[src/rtl/seven_segment_scanner_if.sv]
// rtl/seven_segment_scanner_if.sv - value/control and display bus of the seven-segment scanner
interface seven_segment_scanner_if #(
  parameter int DIGITS = 4
);
  logic [4*DIGITS-1:0] value;
  logic                load;
  logic                hex_mode;
  logic                blank;
  logic [6:0]          seg;
  logic [DIGITS-1:0]   an;
  logic                frame_done;

  modport master (
    output value, load, hex_mode, blank,
    input  seg, an, frame_done
  );

  modport slave (
    input  value, load, hex_mode, blank,
    output seg, an, frame_done
  );
endinterface

[src/rtl/seven_segment_scanner.sv]
// rtl/seven_segment_scanner.sv - multiplexed common-anode seven-segment scan driver
// Optional build macro SEVSEG_LEADING_ZERO_BLANK_EN darkens leading zero digits.
module seven_segment_scanner #(
  parameter int DIGITS     = 4,
  parameter int PRESCALE   = 50000,
  parameter int GAP_CYCLES = 16
) (
  input  logic                   clock,
  input  logic                   resetn,
  seven_segment_scanner_if.slave bus
);
  localparam int CMAX = (PRESCALE > GAP_CYCLES) ? PRESCALE : GAP_CYCLES;
  localparam int CW   = (CMAX > 1) ? $clog2(CMAX) : 1;
  localparam int IW   = (DIGITS > 1) ? $clog2(DIGITS) : 1;
  localparam logic [IW-1:0] IDX_LAST = IW'(DIGITS - 1);
  localparam logic [CW-1:0] PRE_LAST = CW'(PRESCALE - 1);
  localparam logic [CW-1:0] GAP_LAST = CW'(GAP_CYCLES - 1);

  typedef enum logic {GAP = 1'b0, DRIVE = 1'b1} state_t;

  state_t              state, state_nxt;
  logic [CW-1:0]       cnt, cnt_nxt;
  logic [IW-1:0]       idx, idx_nxt;
  logic                frame_q, frame_nxt;
  logic [4*DIGITS-1:0] shadow;
  logic                hex_q, blank_q;
  logic [3:0]          nib;
  logic                suppress;
  logic [6:0]          seg_d;
  logic [DIGITS-1:0]   an_d;

  function automatic logic [6:0] glyph(input logic [3:0] code, input logic hex);
    case (code)
      4'h0:    glyph = 7'b1111110;
      4'h1:    glyph = 7'b0110000;
      4'h2:    glyph = 7'b1101101;
      4'h3:    glyph = 7'b1111001;
      4'h4:    glyph = 7'b0110011;
      4'h5:    glyph = 7'b1011011;
      4'h6:    glyph = 7'b1011111;
      4'h7:    glyph = 7'b1110000;
      4'h8:    glyph = 7'b1111111;
      4'h9:    glyph = 7'b1111011;
      4'hA:    glyph = hex ? 7'b1110111 : 7'b0000000;
      4'hB:    glyph = hex ? 7'b0011111 : 7'b0000000;
      4'hC:    glyph = hex ? 7'b1001110 : 7'b0000000;
      4'hD:    glyph = hex ? 7'b0111101 : 7'b0000000;
      4'hE:    glyph = hex ? 7'b1001111 : 7'b0000000;
      default: glyph = hex ? 7'b1000111 : 7'b0000000;
    endcase
  endfunction

  // Reset parks idx on the last digit so the first GAP wraps it onto digit 0.
  always_ff @(posedge clock or negedge resetn) begin
    if (!resetn) begin
      state   <= GAP;
      cnt     <= '0;
      idx     <= IDX_LAST;
      frame_q <= 1'b0;
      shadow  <= '0;
      hex_q   <= 1'b0;
      blank_q <= 1'b0;
    end else begin
      state   <= state_nxt;
      cnt     <= cnt_nxt;
      idx     <= idx_nxt;
      frame_q <= frame_nxt;
      hex_q   <= bus.hex_mode;
      blank_q <= bus.blank;
      if (bus.load) shadow <= bus.value;
    end
  end

  always_comb begin
    state_nxt = state;
    cnt_nxt   = cnt + 1'b1;
    idx_nxt   = idx;
    frame_nxt = 1'b0;
    case (state)
      GAP: begin
        if (cnt == GAP_LAST) begin
          state_nxt = DRIVE;
          cnt_nxt   = '0;
          idx_nxt   = (idx == IDX_LAST) ? '0 : idx + 1'b1;
        end
      end
      default: begin
        if (cnt == PRE_LAST) begin
          state_nxt = GAP;
          cnt_nxt   = '0;
          frame_nxt = (idx == IDX_LAST);
        end
      end
    endcase
  end

  assign nib = shadow[4*idx +: 4];

`ifdef SEVSEG_LEADING_ZERO_BLANK_EN
  logic [DIGITS-1:0] lz;
  logic              zero_above;

  // lz[i] is set when nibble i and every nibble above it are zero; digit 0 never qualifies.
  always_comb begin
    lz         = '0;
    zero_above = 1'b1;
    for (int i = DIGITS - 1; i > 0; i--) begin
      zero_above = zero_above && (shadow[4*i +: 4] == 4'h0);
      lz[i]      = zero_above;
    end
  end

  assign suppress = lz[idx];
`else
  assign suppress = 1'b0;
`endif

  always_comb begin
    an_d  = '1;
    seg_d = 7'b1111111;
    if (state == DRIVE) begin
      an_d[idx] = 1'b0;
      if (!blank_q && !suppress) seg_d = ~glyph(nib, hex_q);
    end
  end

  assign bus.seg        = seg_d;
  assign bus.an         = an_d;
  assign bus.frame_done = frame_q;
endmodule

[src/flat_wrapper.sv]
// flat-port wrapper written by rule: the top's interface ports become plain ports
module seven_segment_scanner_flat 
#(
  parameter int DIGITS     = 4,
  parameter int PRESCALE   = 50000,
  parameter int GAP_CYCLES = 16
)
  (clock, resetn, bus_value, bus_load, bus_hex_mode, bus_blank, bus_seg, bus_an, bus_frame_done);
  seven_segment_scanner_if #(.DIGITS(DIGITS)) bus_i ();
  input  logic clock;
  input  logic resetn;
  input wire logic [$bits(bus_i.value)-1:0] bus_value;
  input wire logic [$bits(bus_i.load)-1:0] bus_load;
  input wire logic [$bits(bus_i.hex_mode)-1:0] bus_hex_mode;
  input wire logic [$bits(bus_i.blank)-1:0] bus_blank;
  output wire logic [$bits(bus_i.seg)-1:0] bus_seg;
  output wire logic [$bits(bus_i.an)-1:0] bus_an;
  output wire logic [$bits(bus_i.frame_done)-1:0] bus_frame_done;
  assign bus_i.value = bus_value;
  assign bus_i.load = bus_load;
  assign bus_i.hex_mode = bus_hex_mode;
  assign bus_i.blank = bus_blank;
  assign bus_seg = bus_i.seg;
  assign bus_an = bus_i.an;
  assign bus_frame_done = bus_i.frame_done;
  seven_segment_scanner #(.DIGITS(DIGITS), .PRESCALE(PRESCALE), .GAP_CYCLES(GAP_CYCLES)) u_core (.clock(clock), .resetn(resetn), .bus(bus_i));
endmodule
[config.mk]
export PLATFORM = sky130hd
export DESIGN_NAME = seven_segment_scanner_flat
export DESIGN_NICKNAME = d
export VERILOG_FILES = /design/src/rtl/seven_segment_scanner_if.sv /design/src/rtl/seven_segment_scanner.sv /design/src/flat_wrapper.sv
export SDC_FILE = /design/constraint.sdc
export NUM_CORES = 1
export LEC_CHECK = 0
export CAP_MARGIN = 20
export CELL_PAD_IN_SITES_DETAIL_PLACEMENT = 0
export CELL_PAD_IN_SITES_GLOBAL_PLACEMENT = 2
export CORE_MARGIN = 1.5
export CORE_UTILIZATION = 36
export CTS_BUF_LIST = sky130_fd_sc_hd__clkbuf_8
export CTS_CLUSTER_SIZE = 25
export DETAILED_ROUTE_END_ITERATION = 6
export GPL_TIMING_DRIVEN = 0
export PLACE_DENSITY_LB_ADDON = 0.1
export SETUP_SLACK_MARGIN = 0.15
export SLEW_MARGIN = 20
export SYNTH_ARGS = -nofsm -noshare
export SYNTH_HDL_FRONTEND = slang
export SYNTH_SLANG_ARGS = --single-unit
[constraint.sdc]
create_clock -name clock -period 2.7 [get_ports clock]
set_input_delay 0.405 -clock clock [delete_from_list [all_inputs] [get_ports clock]]
set_output_delay 0.405 -clock clock [all_outputs]
set_load 0.02 [all_outputs]
# Word level (Yosys, flattened, before mapping)
# Index checks and enable logic that the tools add are counted.
# W data, S select, Z words.
# word_totals
inputBits	21
ff_bits	38
wordCells	58
output_inout_bits	12
# classes
mux	23
order_cmp	2
n_addsub	2
shift	1
bitwise_logic	3
reduce_logical	3
n_eq_ne	17
# op_table
op	n
$pmux W7 S15	1
$mux W7	8
$mux W16	3
$eq A4 B4 Y1 const B	7
$add A16 B1 Y16 const B	1
$eq A16 B16 Y1 const B	1
$eq A16 B4 Y1 const B	1
$eq A4 B3 Y1 const B	4
$shiftx A16 B5 Y4	1
$eq A4 B2 Y1 const B	2
$not A7 Y7	1
$mux W1	6
$mux W6	1
$mux W5	1
$eq A4 B1 Y1 const B	1
$logic_not A4 Y1	1
$mux W4	1
$not A4 Y4	1
$lt A2 B3 Y1 const B	1
$add A2 B1 Y2 const B	1
$demux W1 S2	1
$eq A2 B2 Y1 const B	1
$ge A2 B1 Y1 const B	1
$mux W2	1
other kinds (3)	3

# Logic depth before layout (Yosys ltp)
# Gate-level depths: netlist of run 1.
# depth
ltp_word	8
ltp_mapped	6
ltp_nobuf	5

# Least setup slack after synthesis of run 1
# Ideal clock, no wire load.
# synth_timing
kind	reg2out
from	register u_core.idx[0]
to	output bus_seg[4]
path_slack_ns	0.206
t_required_ns	2.295
n_path_buf	2
t_arrival_ns	2.089
path_stages_with_launch	7
cell_sequence	dfstp_2 -> buf_6 -> mux4_2 -> buf_4 -> nor2_1 -> o21ai_0 -> o21ai_0
# synth_between
elab_chain_len	8
word_cells_on_any_way	22
cone_classes	eq/ne: 14; shift: 1; mux: 5; bitwise: 1; reduce/logical: 1
# synth_rtl
element	line_no	text
from (decl)	seven_segment_scanner.sv:23	logic [IW-1:0] idx, idx_nxt;
from (signal assigned)	seven_segment_scanner.sv:66	idx <= idx_nxt;
$shiftx A16 B5 Y4 (*)	seven_segment_scanner.sv:97	assign nib = shadow[4*idx +: 4];
$eq A4 B4 Y1 (tied with other cells)	seven_segment_scanner.sv:33	case (code)
$pmux W7 S15 (*)	seven_segment_scanner.sv:33	
$mux W7 (*)	seven_segment_scanner.sv:123	if (!blank_q && !suppress) seg_d = ~glyph(nib, hex_q);
$mux W7 (*)	seven_segment_scanner.sv:121	if (state == DRIVE) begin
$not A7 Y7 (*)	seven_segment_scanner.sv:123	
$mux W7 (*)	seven_segment_scanner.sv:123	
$mux W7 (*)	seven_segment_scanner.sv:121	
to (decl)	flat_wrapper.sv:16	output wire logic [$bits(bus_i.seg)-1:0] bus_seg;
# Mark *: on every way between the ends. The rest lies on a longest branch, timed or not. The select of a mux whose other input is x is not followed.

# Final worst setup path of run 1
# layout_timing
from	register u_core.idx[0]
to	output bus_seg[5]
# Same word-level chain as after synthesis.

==> results of run 1 <==
[cell families after synthesis]
| kind of cell | share of synthesized area [%] |
|---|---|
| AOI/OAI and AO/OA | 9.32 |
| xor gates and xnor gates | 5.69 |
| adders and majority gates | 3.13 |
| buffers and inverters | 3.69 |
| DFF | 47.7 |
| muxes | 14.6 |
| and+or+nand+nor | 15.8 |
[layer usage]
layer  vias up  GRT usage, %  wire (um)
met4         0          4.91         37
met5         -             0          0
li1        729             -          -
met1       755          21.7       2090
met3         5          3.53        159
met2        32          24.6       2020
[sequential cells by signal, summed over array words and instances, names as in the netlist]
register               cells
u_core.state               1
u_core.hex_q               1
u_core.bus.frame_done      1
u_core.shadow             16
u_core.idx                 2
u_core.blank_q             1
u_core.cnt                16
[report_power, final]
| part | internal (uW) | switching (uW) | leakage, uW |
|---|---|---|---|
| sequential | 594 | 13.8 | 0.000468 |
| clock | 298 | 204 | 0.0000626 |
| combinational | 131 | 105 | 0.000587 |
[what timing repair did]
| action | in CTS | in global routing |
|---|---|---|
| buffers inserted | 3 | 0 |
| gates cloned | 1 | 0 |
| endpoints found under the setup margin | 7 | 7 |
| pin swaps | 4 | 3 |
| gates resized for setup | 42 | 14 |
[worst reg2reg max path, cell delays in order, from the launching register on]
cell      delay, ps
dfrtp_1         370
ha_1            180
and3_1          160
clkbuf_1        220
nand3_1         210
a21oi_2         420
nor2_1          100
[placed cells by master (no fill, tap or decap), types with 3 or more instances in the layout]
cell type	count
o21ai_0	5
xor2_1	7
ha_1	5
nor2_1	10
o21ai_1	3
mux2_2	17
buf_4	5
mux4_2	4
nor4_1	4
and3_1	4
clkdlybuf4s50_1	23
buf_6	9
clkbuf_8	6
nor2b_1	3
clkbuf_1	3
buf_2	3
inv_1	7
a21oi_1	5
xnor2_1	6
o21a_1	3
nand2_1	8
dfrtp_1	36
nand3_1	9
nor3_1	3
[metrics by stage]
| step | setup TNS [ps] | hold WS [ps] |
|---|---|---|
| 2_1_floorplan | 0 | 109 |
| 4_1_cts | -223 | 44.2 |
| 5_1_grt | -742 | 49.5 |
| 3_3_place_gp | -1230 | 440 |
| 6_report | -86.0 | 29.2 |
| 3_5_place_dp | -1220 | 367 |
[final cells by class]
class | count | area, um^2
Tap cell | 70 | 87.6
Clock inverter | 2 | 33.8
Fill cell | 495 | 2630
Clock buffer | 6 | 82.6
Multi-Input combinational cell | 128 | 1010
Buffer | 8 | 67.6
Inverter | 6 | 22.5
Sequential cell | 38 | 953
Timing Repair Buffer | 36 | 355
[final timing paths]
path                                           start  cells after the start                         endpoint
max in group asynchronous                     resetn                      2        u_core.idx[1]$_DFFE_PN1P_
hold reg to reg              u_core.cnt[0]$_DFF_PN0_                      1          u_core.cnt[0]$_DFF_PN0_
setup reg to reg             u_core.cnt[0]$_DFF_PN0_                      6          u_core.cnt[6]$_DFF_PN0_
setup / recovery           u_core.idx[0]$_DFFE_PN1P_                      7                       bus_seg[5]
min in group clock           u_core.cnt[0]$_DFF_PN0_                      1          u_core.cnt[0]$_DFF_PN0_
hold / removal                                resetn                      1  u_core.bus.frame_done$_DFF_PN0_
==> out/qor.yml, run 1 <==
viasPerCell: 5.17
yosysUniqueCellTypes: 42
yosysTopAreaCellShare_pct: 45.1
antenna_found_initial: 0
cp.buffers_inverters: 3
leakage_uw: 0.00112
timing.max_cap.violations: 0
syn_area_per_cell_um2: 11.1
setup_violations: 5
dieWidth_um: 77.5
layout.cells.non_filler: 294
violations: "setup timing"
post-route-min-period_ps: 2730
rrSetupSlack_ps: 910
drt_iter0_drc: 56
path_class: "flop to output port"
wire_per_inst_um: 14.6
place_area_um2: 2420
drive_gt1_share_pct: 26.8
placed_cells: 282
utilization_pct: 49.8
drcViolationCount: 0
cp_top_family: "multiplexers"
numCtsBuffers: 5
worst_slew_pin_slew_ps: 565
ys_ff_latch: 38
cts_tree: "yes"
max_freq_ghz: 0.366
final_nets: 249
cts_sinks: 38
die_area_um2: 6010
arrival_ps: 2330
cp_slowest_cell: "mux4_2"
worst_slack_ps: -33.1
clockBufferDepth: 2
fin_crit_sh_pct: 101
final_area_um2: 2610
crit_path_end_kind: "output port"
min_path_type: "input pin to async pin"
required_ps: 2300
synth_top_cell_by_area: "dfrtp_1"
ys_seq_area_share_pct: 47.7
power_density_nw_per_um2: 516
hold_viol_final: 0
synth_warnings: 0
ioPinCount: 33
start_util_pct: 38.2
syn-cell-area_um2: 2000
num_vias: 1521
synthCells: 180
detailedPlace.worstSlack_ps: -261
slew_headroom_pct: 62.3
vdd_drop_max_mv: 0.309
worst-path-max-fanout: 6
io_buffers: 31
drv_slew: 0
dp_hpwl_mm: 3.21
finalPower_uw: 1350
synthTopCellsByArea: "dfrtp_1 45%, mux2_2 10%, mux4_2 4.5%"
grt_pass1_vias: 1571
path_clk_slew_ps: 90
clock_latency_ps: 290
async_flop_share_pct: 100
status: "finished, violations left"
synth-main-ff-cell: "dfrtp_1"
h-tree-depth: 2
grt_max_degree: 24
synth_edf_count: 0
cp_cell_sequence: "buf_6, mux4_2, buf_6, o21a_1, o22ai_2, o21ai_1, buf_4"
root_buffer: "clkbuf_8"
slowest_delay_ps: 610
diodes: 0
firstDrtPassIters: 4
rsz0062_at_grt: "true"
synth.top_cells.by_count: "36 x dfrtp_1, 18 x mux2_2, 12 x nor2_1, 9 x nand3_1, 8 x nand2_1"
rows: 26
crit_top_cell: "buf_6"
gp_congestion: 0.819
synth.most_common_cell: "dfrtp_1"
core_area_um2: 5240
dieHeight_um: 77.5
hold_buffers: 0
grt.overflow.total: 0
grt_pass1_wl_mm: 7.40
skew_ps: 15.4
area_growth_pct: 30.5
ant_nets: 0
grt_usage_pct: 15.7
drt-total-wl_mm: 4.31
synth_fp_nets: 206
start_kind: "flop"
Note: power is estimated with default switching activity, not from simulation.
==> run 2: changes to the inputs <==
--- a/config.mk
+++ b/config.mk
@@ -9,8 +9,8 @@
 export CELL_PAD_IN_SITES_DETAIL_PLACEMENT = 0
 export CELL_PAD_IN_SITES_GLOBAL_PLACEMENT = 2
 export CORE_MARGIN = 1.5
-export CORE_UTILIZATION = 36
-export CTS_BUF_LIST = sky130_fd_sc_hd__clkbuf_8
+export CORE_UTILIZATION = 34
+export CTS_BUF_LIST = sky130_fd_sc_hd__clkbuf_16
 export CTS_CLUSTER_SIZE = 25
 export DETAILED_ROUTE_END_ITERATION = 6
 export GPL_TIMING_DRIVEN = 0
==> constraint.sdc (replaced) <==
create_clock -name clock -period 2.6 [get_ports clock]
set_input_delay 0.39 -clock clock [delete_from_list [all_inputs] [get_ports clock]]
set_output_delay 0.39 -clock clock [all_outputs]
set_load 0.02 [all_outputs]
==> out/qor.yml, run 2 (synthesized netlist as in run 1, its figures left out) <==
worst_slew_pin_slew_ps: 549
final_common_cell: "dfrtp_1"
grt_pass1_wl_mm: 7.72
most-common-layout-cells: "36 x dfrtp_1, 23 x clkdlybuf4s50_1, 18 x mux2_2"
slew_headroom_pct: 63.3
viasPerCell: 5.10
drt_iter0_drc: 52
firstDrtPassIters: 4
skew_ps: 2.97
start_util_pct: 35.9
start_kind: "flop"
h-tree-depth: 2
die_area_um2: 6350
final_nets: 252
worst_slack_ps: -105
arrival_ps: 2310
top_regs: "u_core.cnt: 16 flops, u_core.shadow: 16 flops, u_core.idx: 2 flops"
rows: 27
required_ps: 2210
wire_per_inst_um: 14.9
power_density_nw_per_um2: 548
cts_sinks: 38
setup_violations: 7
min_path_type: "input pin to async pin"
drt-total-wl_mm: 4.45
crit_path_end_kind: "output port"
core_area_um2: 5570
leakage_uw: 0.00113
post-route-min-period_ps: 2700
clockBufferDepth: 2
path_class: "flop to output port"
gp_congestion: 0.805
hold_viol_final: 0
grt.overflow.total: 0
status: "finished, violations left"
grt_usage_pct: 15.8
root_buffer: "clkbuf_16"
ant_nets: 0
dieWidth_um: 79.7
dieHeight_um: 79.7
rsz0062_at_grt: "true"
drive_gt1_share_pct: 26.9
rrSetupSlack_ps: 780
max_freq_ghz: 0.370
clock_latency_ps: 270
grt_max_degree: 24
dp_hpwl_mm: 3.35
placed_cells: 284
fin_crit_sh_pct: 104
ioPinCount: 33
cts_tree: "yes"
drv_slew: 0
io_buffers: 31
area_growth_pct: 32.7
grt_pass1_vias: 1642
diodes: 0
vdd_drop_max_mv: 0.309
timing.max_cap.violations: 0
numCtsBuffers: 5
drcViolationCount: 0
path_clk_slew_ps: 60
violations: "setup timing"
num_vias: 1526
antenna_found_initial: 0
layout.cells.non_filler: 299
utilization_pct: 47.6
worst-path-max-fanout: 10
==> run 2: changes by cell type in the layout (fill, tap and decap cells not counted), sizes merged <==
cell and change:
inv -1, clkinv +2, buf +3, clkbuf -1
bufinv -1, clkinvlp +1
==> run 2: layer usage <==
layer / share of wire [%] / routed length [um] / vias up / global-route usage (%)
met5: 0 / 0 / - / 0
met4: 0.83 / 37 / 0 / 3.68
met1: 43 / 1900 / 763 / 18.5
met2: 52 / 2330 / 21 / 28.1
met3: 4.1 / 182 / 4 / 4.69
li1: - / - / 738 / -
==> run 2: metrics by stage <==
stage                     setup TNS (ps)  setup slack (ps)  power [uW]  cell area [um^2]  hold WS, ps
after floorplan                        0               160         770              2000         94.4
after global placement             -1760              -296         855              2400          437
after detailed placement           -1910              -355         868              2420          350
after CTS                           -610              -114        1470              2630         55.0
after global routing               -1370              -221        1530              2650         68.0
final                               -522              -105        1450              2650         41.8
==> run 2: area by class of cell <==
type	instances	area, um^2
Tap cell	72	90.1
Sequential cell	38	953
Inverter	6	22.5
Timing Repair Buffer	39	375
Multi-Input combinational cell	128	1010
Clock inverter	3	16.3
Clock buffer	5	125
Buffer	8	61.3
Fill cell	529	2920
==> run 2: report_power, final <==
part / switching [uW] / internal [uW]
Clock: 222 / 349
Sequential: 13.3 / 618
Combinational: 112 / 138
Total: 347 / 1110
==> run 2: final timing paths <==
check,start,to,cells after the start
worst max-delay path,u_core.idx[0]$_DFFE_PN1P_,bus_seg[3],7
worst min-delay path,resetn,u_core.shadow[12]$_DFFE_PN0P_,1
worst max register to register,u_core.cnt[0]$_DFF_PN0_,u_core.cnt[14]$_DFF_PN0_,6
worst min register to register,u_core.cnt[0]$_DFF_PN0_,u_core.cnt[0]$_DFF_PN0_,1
max in group asynchronous,resetn,u_core.idx[1]$_DFFE_PN1P_,2
min in group clock,u_core.cnt[0]$_DFF_PN0_,u_core.cnt[0]$_DFF_PN0_,1
==> run 2: repair_timing <==
action / in CTS / in global routing
pin swaps: 4 / 2
endpoints found under the setup margin: 7 / 7
gates resized for setup: 43 / 6
setup buffers: 6 / 0
cloned: 1 / 0
hold buffers: 0 / 0
==> run 2: critical path, stage by stage, from the launching register on <==
cell and delay (ps):
dfstp_2 530, buf_6 130, mux4_2 550, buf_6 180
xnor2_2 130, o311ai_2 260, a21o_1 140, buf_6 110
==> run 3: changes to the inputs <==
--- a/config.mk
+++ b/config.mk
@@ -10,7 +10,6 @@
 export CELL_PAD_IN_SITES_GLOBAL_PLACEMENT = 2
 export CORE_MARGIN = 1.5
 export CORE_UTILIZATION = 34
-export CTS_BUF_LIST = sky130_fd_sc_hd__clkbuf_16
 export CTS_CLUSTER_SIZE = 25
 export DETAILED_ROUTE_END_ITERATION = 6
 export GPL_TIMING_DRIVEN = 0
==> out/qor.yml, run 3 (synthesized netlist as in run 1, its figures left out) <==
status: "finished, violations left"
violations: "setup timing"
clockBufferDepth: 2
grt_pass1_vias: 1627
grt.overflow.total: 0
gp_congestion: 0.805
vdd_drop_max_mv: 0.268
worst-path-max-fanout: 10
path_class: "flop to output port"
worst_slew_pin_slew_ps: 548
slew_headroom_pct: 63.3
wire_per_inst_um: 14.9
place_area_um2: 2420
core_area_um2: 5570
h-tree-depth: 2
leakage_uw: 0.00111
viasPerCell: 5.12
fin_crit_sh_pct: 105
firstDrtPassIters: 6
final_area_um2: 2610
start_util_pct: 35.9
area_growth_pct: 30.4
min_path_type: "input pin to async pin"
crit_path_end_kind: "output port"
top_regs: "u_core.cnt: 16 flops, u_core.shadow: 16 flops, u_core.idx: 2 flops"
numCtsBuffers: 5
cts_sinks: 38
hold_viol_final: 0
drive_gt1_share_pct: 27.3
die_area_um2: 6350
drv_slew: 0
required_ps: 2210
drcViolationCount: 0
cts_tree: "yes"
fin_setup_tns_ps: -610
root_buffer: "clkbuf_8"
cp_cell_sequence: "buf_6, mux4_2, buf_6, xnor2_2, o311ai_2, a21o_1, buf_6"
grt_pass1_wl_mm: 7.73
finalPower_uw: 1300
antenna_found_initial: 0
dp_hpwl_mm: 3.35
dieHeight_um: 79.7
rsz0062_at_grt: "true"
ioPinCount: 33
path_clk_slew_ps: 80
power_density_nw_per_um2: 499
num_vias: 1532
cp_slowest_cell: "mux4_2"
clock_latency_ps: 290
setup_violations: 7
fillerInstances: 537
grt_usage_pct: 15.7
diodes: 0
post-route-min-period_ps: 2720
final_common_cell: "dfrtp_1"
dieWidth_um: 79.7
rows: 27
max_freq_ghz: 0.368
io_buffers: 31
drt-total-wl_mm: 4.45
detailedPlace.worstSlack_ps: -355
crit_top_cell: "buf_6"
drt_iter0_drc: 58
slowest_delay_ps: 550
arrival_ps: 2330
ant_nets: 0
final_nets: 252
most-common-layout-cells: "36 x dfrtp_1, 23 x clkdlybuf4s50_1, 18 x mux2_2"
start_kind: "flop"
worst_slack_ps: -118
skew_ps: 8.90
grt_max_degree: 24
timing.max_cap.violations: 0
## run 3: cell types whose count changed in the layout (fill, tap and decap cells not counted)
cell	change
clkbuf_16	-5
clkbuf_8	+6
clkinv_1	-1
## run 3: metal layers
| layer | up-vias | wire length (um) | GRT usage [%] |
|---|---|---|---|
| met3 | 6 | 194 | 3.66 |
| met5 | - | 0 | 0 |
| met2 | 24 | 2300 | 27.5 |
| li1 | 739 | - | - |
| met4 | 0 | 54 | 4.74 |
| met1 | 763 | 1900 | 19.0 |
## run 3: repair_timing
action                                  CTS  global route
gates cloned                              1             0
endpoints found under the setup margin    7             7
resized for setup                        43             6
pin swaps                                 4             2
hold buffers                              0             0
setup buffers                             6             0
## run 3: path summary, 6_finish.rpt
check                                          startpoint  depth (start not counted)  slack (ps)                            end
worst max register to register    u_core.cnt[0]$_DFF_PN0_                          6         790       u_core.cnt[14]$_DFF_PN0_
worst min register to register    u_core.cnt[0]$_DFF_PN0_                          1         460        u_core.cnt[0]$_DFF_PN0_
max in group asynchronous                          resetn                          2        2040      u_core.idx[1]$_DFFE_PN1P_
min in group clock                u_core.cnt[0]$_DFF_PN0_                          1         460        u_core.cnt[0]$_DFF_PN0_
worst min-delay path                               resetn                          1          20  u_core.shadow[12]$_DFFE_PN0P_
worst max-delay path            u_core.idx[0]$_DFFE_PN1P_                          7        -120                     bus_seg[3]
## run 3: critical path, delay by kind of cell (launching register included)
family	cells	cell delay, ps
XOR/XNOR	1	130
multiplexers	1	550
buffers and inverters	3	420
AO/OA/AOI/OAI	2	400
flip-flops	1	540
## run 3: per-stage QoR
step / instances / hold slack [ps] / utilization (%)
final: 299 / 25.0 / 46.8
after floorplan: 180 / 94.4 / -
after global routing: 299 / 45.2 / 46.8
after CTS: 299 / 35.3 / 46.3
after detailed placement: 284 / 350 / 43.5
after global placement: 283 / 437 / 43.1
## run 3: area by class of cell
cell class                      count  area [um^2]  share of cell area, %
Sequential cell                    38          953                   36.6
Clock inverter                      2         12.5                  0.480
Timing Repair Buffer               39          375                   14.4
Multi-Input combinational cell    128         1010                   38.7
Clock buffer                        6         82.6                   3.17
Buffer                              8         61.3                   2.35
Tap cell                           72         90.1                   3.46
Inverter                            6         22.5                  0.864
## run 3: power breakdown
group / switching (uW) / total, uW / internal [uW]
clock network: 207 / 420 / 213
registers: 13.2 / 630 / 617
logic: 112 / 250 / 138
==> RTL edit, RTL diff (flow settings as in run 1) <==
Make the reset (`resetn`) synchronous in one clocked block.
--- a/src/rtl/seven_segment_scanner.sv
+++ b/src/rtl/seven_segment_scanner.sv
@@ -53,3 +53,3 @@
   // Reset parks idx on the last digit so the first GAP wraps it onto digit 0.
-  always_ff @(posedge clock or negedge resetn) begin
+  always_ff @(posedge clock) begin
     if (!resetn) begin
Formal check against the unedited RTL: no difference found for any inputs over 10 cycles, from zero or initial values and one cycle with resetn low; that may be too few to reach the edited logic, so the function may still have changed.
==> RTL edit against run 1 <==
Worst setup slack improved by 0.20 ns; fmax rose by 8.1%; synthesized area grew 0.25%; non-clock buffer count up 7; first-iteration DRC count shrank 13%; wire length is 5.3% higher; design area fell by 2.5%; hold slack improved by 0.43 ns; power down 15%; sequential cell count is the same; cell count is 14% higher; clock skew decreased by 0.0077 ns; largest cell class unchanged; highest routed layer unchanged.
==> RTL edit: results (changes against run 1) <==
| Metric | Value |
|---|---|
| Status | `completed` |
| Count of final hold-check violations | `0 (unchanged)` |
| Flop2flop setup slack | `0.83 ns (-0.08 ns)` |
| Final Hold Slack | `0.464 ns (+0.435 ns)` |
| First-pass GRT wire length | `7940 um (+7.3%)` |
| Adder-Cell Fraction of Synth Area | `3.12% (-0.0078 points)` |
| Max FO, Critical Path | `7 (+1)` |
| Switch Pwr | `0.000276 W (-14%)` |
| Clock-pin slew of the registers on the worst-case setup and hold paths | `0.07 ns (-0.02 ns)` |
| Synth Area in Compound Gates | `11.9% (+2.5 points)` |
| Post-DP HPWL | `3260 um (+1.6%)` |
| Vias in the first global route | `1670 (+6.3%)` |
| GP Congestion | `0.755 (-7.8%)` |
| Share of post-route cells with drive strength above 1 | `17.0% (-9.7 points)` |
| Relative slew margins | `65.3% (+3.0 points)` |
| Synth top cells by count | `38 x dfxtp_1, 19 x nor2_1, 16 x mux2i_1, 14 x nor3_1` |
| Post-synth EDFFs | `0 (unchanged)` |
| Ys async rst share | `0% (-100 points)` |
| Most numerous cell in the Yosys netlist | `dfxtp_1` |
| # nets final | `289 (+16%)` |
| FILL cells | `518 (+4.6%)` |
| Lkg Pwr | `0.979 nW (-12%)` |
| Sequential element share of the synthesized area | `38.0% (-9.7 points)` |
| Critical Path AT | `2.12 ns (-0.21 ns)` |
| Synth unique cells | `48 (+14%)` |
| Clock skew | `0.00774 ns (-0.00767 ns)` |
| Drt via density | `5.00 (-3.4%)` |
| Ys flop type | `dfxtp_1` |
| Worst hold path class | `flip-flop to flip-flop` |
| Synth area leaders | `dfxtp_1 38%, mux2i_1 8.0%, mux4_2 4.5%` |
| XOR/XNOR Fraction of Synth Area | `4.81% (-0.89 points)` |
| Routed length per instance | `13.6 um (-7.3%)` |
| Largest net degree at the start of global routing | `13 (-46%)` |
| Syn_nets | `245 (+19%)` |
| VDD IR max | `0.263 mV (-15%)` |
| Mux share of post-synthesis cell area | `13.2% (-1.4 points)` |
| First DRT Iteration DRCs | `49 (-13%)` |
| Overall routing resource usage | `16.6% (+0.82 points)` |
RTL edit: cell count changes after synthesis, sizes merged, moves of 7 or more:
cell   delta
dfrtp    -36
dfxtp    +38
mux2     -17
mux2i    +16
nor2      +7
nor3     +11
RTL edit: repair_timing:
| action | CTS | global route |
|---|---|---|
| gates resized for setup | 38 | 7 |
| hold endpoints to repair | 0 | 0 |
| cloned | 2 | 0 |
| pin swaps | 4 | 3 |
| buffers inserted | 4 | 0 |
| endpoints found under the setup margin | 7 | 7 |
RTL edit: final timing paths:
| kind | startpoint | to | cells past startpoint |
|---|---|---|---|
| worst min-delay path | u_core.cnt[0] | u_core.cnt[0] | 1 |
| worst max register to register | u_core.cnt[0] | u_core.cnt[5] | 6 |
| worst max-delay path | u_core.idx[0] | bus_seg[3] | 6 |
| worst min register to register | u_core.cnt[0] | u_core.cnt[0] | 1 |
RTL edit: cells by family (layout without fill, tap and decap cells):
family,count (synthesis),count (layout)
AO/OA/AOI/OAI,36,36
XOR/XNOR,11,11
adder cells (fa/ha/maj),5,5
buffers and inverters,22,67
flip-flops,38,38
multiplexers,21,21
AND/OR/NAND/NOR,86,86
RTL edit: layer usage:
metal	part of all wire, %	wire length [um]	vias to the layer above	track usage [%]
li1	-	-	870	-
met4	0.90	41	0	4.00
met5	0	0	-	0
met2	47	2110	21	27.3
met3	3.9	179	5	4.71
met1	49	2200	773	21.2
RTL edit: metrics by stage:
step	worst slack [ns]	power, W	cells	instance area (sq um)	setup TNS, ns
finish	0.172	0.00114	334	2540	0
detailed placement	-0.0504	0.000734	320	2400	-0.145
global route	0.0765	0.00120	334	2540	0
floorplan	0.373	0.000685	219	2000	0
CTS	0.108	0.00115	334	2550	0
global placement	-0.0436	0.000734	320	2400	-0.138
RTL edit: power groups by stage:
| stage | sequential (W) | combinational, W | clock (W) |
|---|---|---|---|
| CTS | 0.000590 | 0.000140 | 0.000425 |
| finish | 0.000590 | 0.000139 | 0.000411 |
| global route | 0.000592 | 0.000153 | 0.000452 |
| detailed placement | 0.000603 | 0.000131 | 0 |
| floorplan | 0.000600 | 0.0000854 | 0 |
| global placement | 0.000603 | 0.000131 | 0 |
RTL edit: area by class of cell:
cell class	instances	area [sq um]	share of cell area (%)
Buffer	14	98.8	3.89
Tap cell	70	87.6	3.44
Timing Repair Buffer	37	342	13.4
Multi-Input combinational cell	159	1130	44.4
Clock inverter	2	12.5	0.492
Sequential cell	38	762	30.0
Clock buffer	6	82.6	3.25
Inverter	8	30.0	1.18
